File: src/rtl/mips_pkg.sv
// Shared definitions for the 5-stage MIPS core control blocks.
package mips_pkg;

    typedef enum logic [1:0] {
        RUN      = 2'd0,
        MEM_WAIT = 2'd1,
        HALT     = 2'd2
    } state_e;

    localparam logic [4:0] REG_ZERO = 5'd0;

endpackage

File: src/rtl/hazard_ctrl_if.sv
// Hazard-sequencer bundle: hazard inputs from the pipeline, stage controls and status back.
interface hazard_ctrl_if #(parameter int REG_W = 5);

    logic [REG_W-1:0] id_rs;
    logic [REG_W-1:0] id_rt;
    logic             ex_mem_read;
    logic [REG_W-1:0] ex_rt;
    logic             branch_taken;
    logic             mem_busy;
    logic             pc_write;
    logic             if_id_write;
    logic             if_id_flush;
    logic             id_ex_bubble;
    logic             ex_mem_hold;
    logic             timeout;
    logic [31:0]      stall_cycles;
    logic [15:0]      flush_count;

    modport master (
        output id_rs, id_rt, ex_mem_read, ex_rt, branch_taken, mem_busy,
        input  pc_write, if_id_write, if_id_flush, id_ex_bubble, ex_mem_hold,
        input  timeout, stall_cycles, flush_count
    );

    modport slave (
        input  id_rs, id_rt, ex_mem_read, ex_rt, branch_taken, mem_busy,
        output pc_write, if_id_write, if_id_flush, id_ex_bubble, ex_mem_hold,
        output timeout, stall_cycles, flush_count
    );

endinterface

File: src/rtl/sat_counter.sv
// Up-counter that sticks at all-ones; synchronous clear has priority over enable.
module sat_counter #(
    parameter int W = 16
) (
    input  logic         clk,
    input  logic         clr,
    input  logic         en,
    output logic [W-1:0] cnt
);

    always_ff @(posedge clk) begin
        if (clr) begin
            cnt <= '0;
        end else if (en && (cnt != {W{1'b1}})) begin
            cnt <= cnt + W'(1);
        end
    end

endmodule

File: src/rtl/hazard_ctrl.sv
// Pipeline sequencer: load-use stalls, branch flushes, data-memory freeze with watchdog.
module hazard_ctrl
    import mips_pkg::*;
#(
    parameter int MAX_WAIT = 8,
    parameter int REG_W    = 5
) (
    input logic         clk,
    input logic         rst,
    hazard_ctrl_if.slave hz
);

    localparam int CNT_W = $clog2(MAX_WAIT + 1);

    state_e             state_q, state_d;
    logic [CNT_W-1:0]   wait_q, wait_d, wait_inc;
    logic               timeout_q, timeout_d;
    logic               lu, freeze;
    logic               pc_write, if_id_write, if_id_flush, id_ex_bubble, ex_mem_hold;
    logic               branch_flush;

    assign lu = hz.ex_mem_read && (hz.ex_rt != REG_W'(REG_ZERO)) &&
                ((hz.ex_rt == hz.id_rs) || (hz.ex_rt == hz.id_rt));

    assign wait_inc = wait_q + CNT_W'(1);

    always_ff @(posedge clk) begin
        if (rst) begin
            state_q   <= RUN;
            wait_q    <= '0;
            timeout_q <= 1'b0;
        end else begin
            state_q   <= state_d;
            wait_q    <= wait_d;
            timeout_q <= timeout_d;
        end
    end

    always_comb begin
        state_d      = state_q;
        wait_d       = wait_q;
        timeout_d    = timeout_q;
        pc_write     = 1'b1;
        if_id_write  = 1'b1;
        if_id_flush  = 1'b0;
        id_ex_bubble = 1'b0;
        ex_mem_hold  = 1'b0;
        branch_flush = 1'b0;

        // HALT freezes unconditionally; otherwise a busy memory freezes and hides branch/lu
        freeze = (state_q == HALT) || hz.mem_busy;

        if (rst) begin
            pc_write     = 1'b0;
            if_id_write  = 1'b0;
            if_id_flush  = 1'b1;
            id_ex_bubble = 1'b1;
            state_d      = RUN;
            wait_d       = '0;
            timeout_d    = 1'b0;
        end else begin
            if (freeze) begin
                pc_write    = 1'b0;
                if_id_write = 1'b0;
                ex_mem_hold = 1'b1;
            end else if (hz.branch_taken) begin
                if_id_flush  = 1'b1;
                id_ex_bubble = 1'b1;
                branch_flush = 1'b1;
            end else if (lu) begin
                pc_write     = 1'b0;
                if_id_write  = 1'b0;
                id_ex_bubble = 1'b1;
            end

            unique case (state_q)
                RUN: begin
                    if (hz.mem_busy) begin
                        state_d = MEM_WAIT;
                        wait_d  = CNT_W'(1);
                    end
                end
                MEM_WAIT: begin
                    if (hz.mem_busy) begin
                        wait_d = wait_inc;
                        if (wait_inc == CNT_W'(MAX_WAIT)) begin
                            timeout_d = 1'b1;
                            state_d   = HALT;
                        end
                    end else begin
                        state_d = RUN;
                        wait_d  = '0;
                    end
                end
                HALT: ;
                default: state_d = RUN;
            endcase
        end
    end

    sat_counter #(.W(32)) u_stall_cnt (
        .clk (clk),
        .clr (rst),
        .en  (!rst && !pc_write),
        .cnt (hz.stall_cycles)
    );

    sat_counter #(.W(16)) u_flush_cnt (
        .clk (clk),
        .clr (rst),
        .en  (!rst && branch_flush),
        .cnt (hz.flush_count)
    );

    assign hz.pc_write     = pc_write;
    assign hz.if_id_write  = if_id_write;
    assign hz.if_id_flush  = if_id_flush;
    assign hz.id_ex_bubble = id_ex_bubble;
    assign hz.ex_mem_hold  = ex_mem_hold;
    assign hz.timeout      = timeout_q;

endmodule

File: src/flat_wrapper.sv
// flat-port wrapper written by rule: the top's interface ports become plain ports
module hazard_ctrl_flat import mips_pkg::*;
#(
    parameter int MAX_WAIT = 8,
    parameter int REG_W    = 5
)
  (clk, rst, hz_id_rs, hz_id_rt, hz_ex_mem_read, hz_ex_rt, hz_branch_taken, hz_mem_busy, hz_pc_write, hz_if_id_write, hz_if_id_flush, hz_id_ex_bubble, hz_ex_mem_hold, hz_timeout, hz_stall_cycles, hz_flush_count);
  hazard_ctrl_if #(.REG_W(REG_W)) hz_i ();
  input logic clk;
  input logic rst;
  input wire logic [$bits(hz_i.id_rs)-1:0] hz_id_rs;
  input wire logic [$bits(hz_i.id_rt)-1:0] hz_id_rt;
  input wire logic [$bits(hz_i.ex_mem_read)-1:0] hz_ex_mem_read;
  input wire logic [$bits(hz_i.ex_rt)-1:0] hz_ex_rt;
  input wire logic [$bits(hz_i.branch_taken)-1:0] hz_branch_taken;
  input wire logic [$bits(hz_i.mem_busy)-1:0] hz_mem_busy;
  output wire logic [$bits(hz_i.pc_write)-1:0] hz_pc_write;
  output wire logic [$bits(hz_i.if_id_write)-1:0] hz_if_id_write;
  output wire logic [$bits(hz_i.if_id_flush)-1:0] hz_if_id_flush;
  output wire logic [$bits(hz_i.id_ex_bubble)-1:0] hz_id_ex_bubble;
  output wire logic [$bits(hz_i.ex_mem_hold)-1:0] hz_ex_mem_hold;
  output wire logic [$bits(hz_i.timeout)-1:0] hz_timeout;
  output wire logic [$bits(hz_i.stall_cycles)-1:0] hz_stall_cycles;
  output wire logic [$bits(hz_i.flush_count)-1:0] hz_flush_count;
  assign hz_i.id_rs = hz_id_rs;
  assign hz_i.id_rt = hz_id_rt;
  assign hz_i.ex_mem_read = hz_ex_mem_read;
  assign hz_i.ex_rt = hz_ex_rt;
  assign hz_i.branch_taken = hz_branch_taken;
  assign hz_i.mem_busy = hz_mem_busy;
  assign hz_pc_write = hz_i.pc_write;
  assign hz_if_id_write = hz_i.if_id_write;
  assign hz_if_id_flush = hz_i.if_id_flush;
  assign hz_id_ex_bubble = hz_i.id_ex_bubble;
  assign hz_ex_mem_hold = hz_i.ex_mem_hold;
  assign hz_timeout = hz_i.timeout;
  assign hz_stall_cycles = hz_i.stall_cycles;
  assign hz_flush_count = hz_i.flush_count;
  hazard_ctrl #(.MAX_WAIT(MAX_WAIT), .REG_W(REG_W)) u_core (.clk(clk), .rst(rst), .hz(hz_i));
endmodule
File: config.mk
export PLATFORM = sky130hd
export DESIGN_NAME = hazard_ctrl_flat
export DESIGN_NICKNAME = d
export VERILOG_FILES = /design/src/rtl/mips_pkg.sv /design/src/rtl/hazard_ctrl_if.sv /design/src/rtl/sat_counter.sv /design/src/rtl/hazard_ctrl.sv /design/src/flat_wrapper.sv
export SDC_FILE = /design/constraint.sdc
export NUM_CORES = 1
export LEC_CHECK = 0
export ABC_CLOCK_PERIOD_IN_PS = 3600
export CORE_UTILIZATION = 53
export CTS_CLUSTER_SIZE = 14
export DETAILED_ROUTE_END_ITERATION = 16
export PLACE_DENSITY = 0.85
export SETUP_SLACK_MARGIN = 0.4
export SYNTH_ARGS = -nofsm -noshare
export SYNTH_HDL_FRONTEND = slang
export SYNTH_SLANG_ARGS = --single-unit
File: constraint.sdc
create_clock -name clk -period 3.6 [get_ports clk]
set_input_delay 0.72 -clock clk [delete_from_list [all_inputs] [get_ports clk]]
set_output_delay 0.72 -clock clk [all_outputs]
set_load 0.02 [all_outputs]
-- Word level (Yosys, flattened, before mapping)
Cells that the tools add are included.
- register bits: 55
- bits of input ports: 20
- output and inout bits: 54
- logic and storage cells: 55
- add/sub/neg operators: 3
- equal/unequal tests: 9
- mux-type cells: 21
- bitwise gates (word level): 1
- reduce and logical (&&, ||, !) cells: 16
- operators by type and width (kind ; number):
    32-bit by 1-bit adder with 32-bit output, second input constant ; 1
    32-bit != test, second input constant ; 1
    16-bit by 1-bit adder with 16-bit output, second input constant ; 1
    16-bit != test, second input constant ; 1
    1-bit two-way mux ; 14
    5-bit == test ; 2
    4-bit two-way mux ; 2
    4-bit one-hot mux with 2 select lines ; 1
    1-bit logical AND ; 6
    2-bit two-way mux ; 3
    2-bit one-hot mux with 3 select lines ; 1
    3-bit AND reduction ; 2
    5-bit nonzero test ; 1
    4-bit by 1-bit adder with 4-bit output, second input constant ; 1
    4-bit == test, second input constant ; 1
    3-bit by 2-bit != test with 1-bit output, second input constant ; 1
    2-bit by 1-bit == test with 1-bit output, second input constant ; 1
    2-bit == test, second input constant ; 1
    1-bit zero test ; 2
    2-bit zero test ; 1
    1-bit logical OR ; 2
    2-bit != test, second input constant ; 1
    2-bit AND reduction ; 1
    2-bit nonzero test ; 1
    1-bit inverter ; 1

-- Longest topological paths before layout
- depth after elaboration: 10
- gate-level depth with buffers: 8
- depth with buffers taken out: 7

-- Hierarchy
Synthesis repeated with hierarchy kept, for this count alone.
- cells, all modules: 364
- area, all modules: 3032.9 um^2
- modules (own cells, without submodules) (module ; times used ; cells each ; area each (um^2) ; seq. area each (um^2)):
    sat_counter (u_core.u_stall_cnt) ; 1 ; 199 ; 1674.1 ; 640.6
    sat_counter (u_core.u_flush_cnt) ; 1 ; 99 ; 848.3 ; 320.3
    hazard_ctrl ; 1 ; 66 ; 510.5 ; 140.1

-- Worst setup path after synthesis
Ideal clock, no wire load.
- path kind: input to output
- start point: input port hz_ex_rt[0]
- end point: output port hz_pc_write
- data arrival time: 2.387 ns
- data required time: 2.880 ns
- path slack: 0.493 ns
- stages on the path: 7
- path buffers: 3
- path through: or4_1 -> o21ai_1 -> o31a_1 -> buf_2 -> buf_2 -> and2_1 -> buf_4
- cells in the longest elaborated chain, start to end: 7
- elaborated cells between the ends (all ways): 10
- those cells by class: eq/ne (2); mux (4); reduce/logical (4)
- ends and longest elaborated chain (element ; line ; RTL):
    start: declaration ; flat_wrapper.sv:14 ; input wire logic [$bits(hz_i.ex_rt)-1:0] hz_ex_rt;
    5-bit == test or 5-bit nonzero test (tied branches) ; hazard_ctrl.sv:23, hazard_ctrl.sv:22 ;
    1-bit logical OR or 1-bit logical AND (tied branches) ; hazard_ctrl.sv:23, hazard_ctrl.sv:22 ;
    1-bit logical AND (*) ; hazard_ctrl.sv:22 ; assign lu = hz.ex_mem_read && (hz.ex_rt != REG_W'(REG_ZERO)) &&
    1-bit two-way mux (*) (4 in series) ; - ;
    end: declaration ; flat_wrapper.sv:17 ; output wire logic [$bits(hz_i.pc_write)-1:0] hz_pc_write;
Every way passes the cells marked *; elsewhere a longest branch is shown, timed or not.

-- Worst setup path in the final report
- start point: input port hz_ex_rt[0]
- end point: output port hz_if_id_write
- cells in the longest elaborated chain, start to end: 7
- elaborated cells between the ends (all ways): 10
- those cells by class: eq/ne (2); mux (4); reduce/logical (4)
- ends and longest elaborated chain (element ; line ; RTL):
    5-bit == test or 5-bit nonzero test (tied branches) ; hazard_ctrl.sv:23, hazard_ctrl.sv:22 ;
    1-bit logical OR or 1-bit logical AND (tied branches) ; hazard_ctrl.sv:23, hazard_ctrl.sv:22 ;
    1-bit logical AND (*) ; hazard_ctrl.sv:22 ;
    1-bit two-way mux (*) ; hazard_ctrl.sv:70 ; end else if (lu) begin
    1-bit two-way mux (*) ; hazard_ctrl.sv:66 ; end else if (hz.branch_taken) begin
    1-bit two-way mux (*) ; hazard_ctrl.sv:62 ; if (freeze) begin
    1-bit two-way mux (*) ; hazard_ctrl.sv:53 ; if (rst) begin
    end: declaration ; flat_wrapper.sv:18 ; output wire logic [$bits(hz_i.if_id_write)-1:0] hz_if_id_write;
Marked as above.

==> impl_metrics.json <==
{
  "required_ns": 2.88,
  "grt_pass1_wl_mm": 11.8,
  "die_w_um": 76.7,
  "leakage_nw": 1.24,
  "cts_tree": "done",
  "critical-path-top-delay-family": "simple AND/OR/NAND/NOR gates",
  "clock_skew_ns": 0.00283,
  "max_stage_delay_ns": 0.56,
  "r2r_end": "u_core.u_stall_cnt.cnt[29]",
  "yosysTopAreaCell": "dfxtp_1",
  "worst-setup-path-type": "primary input to output pin",
  "clock-sinks": 55,
  "yosysWarningCount": 0,
  "fin_tns_setup_ns": 0,
  "worst-r2r-setup-slack_ns": 1.02,
  "grt_pass1_vias": 2623,
  "root_buffer": "clkbuf_8",
  "layout-drive-gt1-share_pct": 6.43,
  "io_pins": 74,
  "regArea_um2": 1100,
  "die_area_um2": 5880,
  "end_kind": "output pin",
  "antenna_found_initial": 0,
  "clkLatencyLatePin_ns": 0.30,
  "ys_ff_latch": 55,
  "post_synth_num_cell_types": 52,
  "diodes": 0,
  "synth.avg_cell_area_um2": 8.38,
  "dr.first_iter.drc_count": 269,
  "worstSetupStartpointType": "primary input",
  "rows": 26,
  "die_h_um": 76.7,
  "async_flop_share_pct": 0,
  "hpwl_mm": 5.15,
  "final-hold-violation-count": 0,
  "synth_top_area_share_pct": 37.2,
  "powerDensity_nw_per_um2": 280,
  "vias_per_cell": 6.04,
  "yosysMostFrequentCell": "dfxtp_1",
  "crit_slowest_cell": "or4_1",
  "routedWlPerCell_um": 14.6,
  "post_cts_buffers": 0,
  "netlist_area_um2": 2960,
  "ir_drop_mv": 0.166,
  "place.gp.congestion": 0.818,
  "num_vias": 2958,
  "design_area_um2": 3790,
  "period_share_pct": 85.8,
  "wl_mm": 7.17,
  "synth_cells": 353,
  "timing.fmax_mhz": 324,
  "final_cells": 490,
  "area_growth_pct": 28.2,
  "fin_util_pct": 72.4,
  "hold_end": "u_core.hz.timeout",
  "r2r.worst_path.cells": 5,
  "maxCapViolations": 0,
  "initial_core_util_pct": 56.5,
  "layout_min_cycle_time_ns": 3.09,
  "drc": 0,
  "grt_max_degree": 57,
  "synth_edf_count": 0,
  "setup.worst_path.start": "hz_ex_rt[0]",
  "setup_violations": 0,
  "whs_path_depth": 2,
  "yosysSeqAreaShare_pct": 37.2,
  "worstMarginPinSlew_ns": 0.612,
  "holdCritPathClass": "flip-flop to flip-flop",
  "timing.rr.start": "u_core.u_stall_cnt.cnt[8]",
  "fillers": 425,
  "overflow": 0,
  "ctsHoldBuffers": 0,
  "dp.cells": 483,
  "dr.pass1.iters": 4,
  "ys.flop_type": "dfxtp_1",
  "syn_nets": 376,
  "ys_top_cells_by_count": "dfxtp_1 (55), nor2_1 (43), a21oi_1 (25)",
  "timing.critical_path.buf_inv": 2,
  "slew_violations": 0,
  "clockBufferDepth": 2,
  "status": "finished clean",
  "rsz0062_at_grt": "no",
  "path_clk_slew_ns": 0.09,
  "multi_input_comb_area_um2": 1740,
  "holdCritStartpoint": "u_core.hz.timeout",
  "cp.arrival_ns": 2.37,
  "synthTopCellsByArea": "dfxtp_1 (37%), nor2_1 (5.5%), xor2_1 (5.0%)",
  "cts_buffers": 5,
  "core-area_um2": 5240,
  "final_nets": 443,
  "port_buffers": 73,
  "crit_chain": "clkdlybuf4s50_1 -> or4_1 -> o21ai_2 -> o31a_1 -> and2_1 -> clkbuf_2",
  "dpl-instance-area_um2": 3700,
  "ant_nets": 0,
  "maxSlewHeadroom_pct": 58.8,
  "grtUsageTotal_pct": 24.4,
  "worstPathMaxFanout": 3,
  "cts-htree-levels": 2
}
[layout by cell type (no fill, tap or decap), drive strengths merged, types with 2 or more instances in the layout]
cell type      count
or3                3
nor3               9
clkdlybuf4s50     67
xor2              17
ha                 3
or4b               2
and4               3
o311ai             5
clkbuf             8
buf                6
a21oi             25
inv                9
nor4               7
o21ai              4
nor3b              3
or2                2
or4               18
nand4             17
dfxtp             55
nand2             23
a21o               3
nor2b              7
nor2              44
o41ai              5
mux2               7
and3               5
o31ai             15
a32oi              2
nand3             22
xnor2              8
mux2i              3
[per-layer routing]
layer | up-vias | wire length [um] | GRT usage (%)
li1 | 1444 | - | -
met3 | 4 | 433 | 5.83
met1 | 1414 | 3180 | 30.7
met4 | 0 | 44 | 7.31
met5 | - | 0 | 0
met2 | 96 | 3510 | 41.2
[what timing repair did]
| action | in CTS | in global routing |
|---|---|---|
| gates resized for setup | 7 | 8 |
| setup endpoints to repair | 3 | 4 |
| endpoints found under the hold margin | 0 | 0 |
| pin swaps | 1 | 0 |
[area by class of cell]
type | instances | area share (%)
clock buffer | 6 | 2.18
clock inverter | 1 | 0.132
inverter | 9 | 0.891
multi-input combinational | 272 | 45.9
sequential | 55 | 29.1
tap | 70 | 2.31
timing repair buffer | 77 | 19.6
[logic make-up after synthesis]
| kind of cell | synth area share (%) |
|---|---|
| AOI/OAI and AO/OA | 14.6 |
| adders and majority gates | 1.27 |
| muxes | 3.68 |
| DFF | 37.2 |
| xor gates and xnor gates | 7.41 |
| and+or+nand+nor | 31.5 |
| buffers and inverters | 4.36 |
[power breakdown]
| group | internal [mW] | total (mW) | switching (mW) |
|---|---|---|---|
| sequential | 0.612 | 0.618 | 0.00579 |
| clock | 0.152 | 0.345 | 0.193 |
| combinational | 0.0424 | 0.0991 | 0.0566 |
[flip-flops by register name, summed over array words and instances (netlist names)]
signal and flops:
u_core.state_q 2, u_core.u_stall_cnt.cnt 32, u_core.u_flush_cnt.cnt 16, u_core.wait_q 4, u_core.hz.timeout 1
[worst max path at each step]
stage | endpoint | depth (start not counted)
after floorplan | hz_pc_write | 7
after global placement | hz_pc_write | 6
after detailed placement | hz_if_id_write | 6
after CTS | hz_if_id_write | 7
after global routing | hz_if_id_write | 6
final | hz_if_id_write | 6
[per-stage QoR]
stage / setup slack, ns / power (mW) / hold slack [ns]
floorplan: 0.493 / 0.688 / 0.449
finish: 0.510 / 1.06 / 0.485
global route: 0.404 / 1.10 / 0.516
detailed placement: 0.0563 / 0.732 / 0.462
CTS: 0.334 / 1.07 / 0.488
global placement: 0.0940 / 0.728 / 0.454
[worst register-to-register path, stage by stage (launching register included)]
cell and delay, ns:
dfxtp_1 0.46, nand4_1 0.20, nor3_2 0.55, nand3_1 0.49, nor4_1 0.42, mux2_1 0.35
No activity file was read; power rests on OpenSTA's default activity.
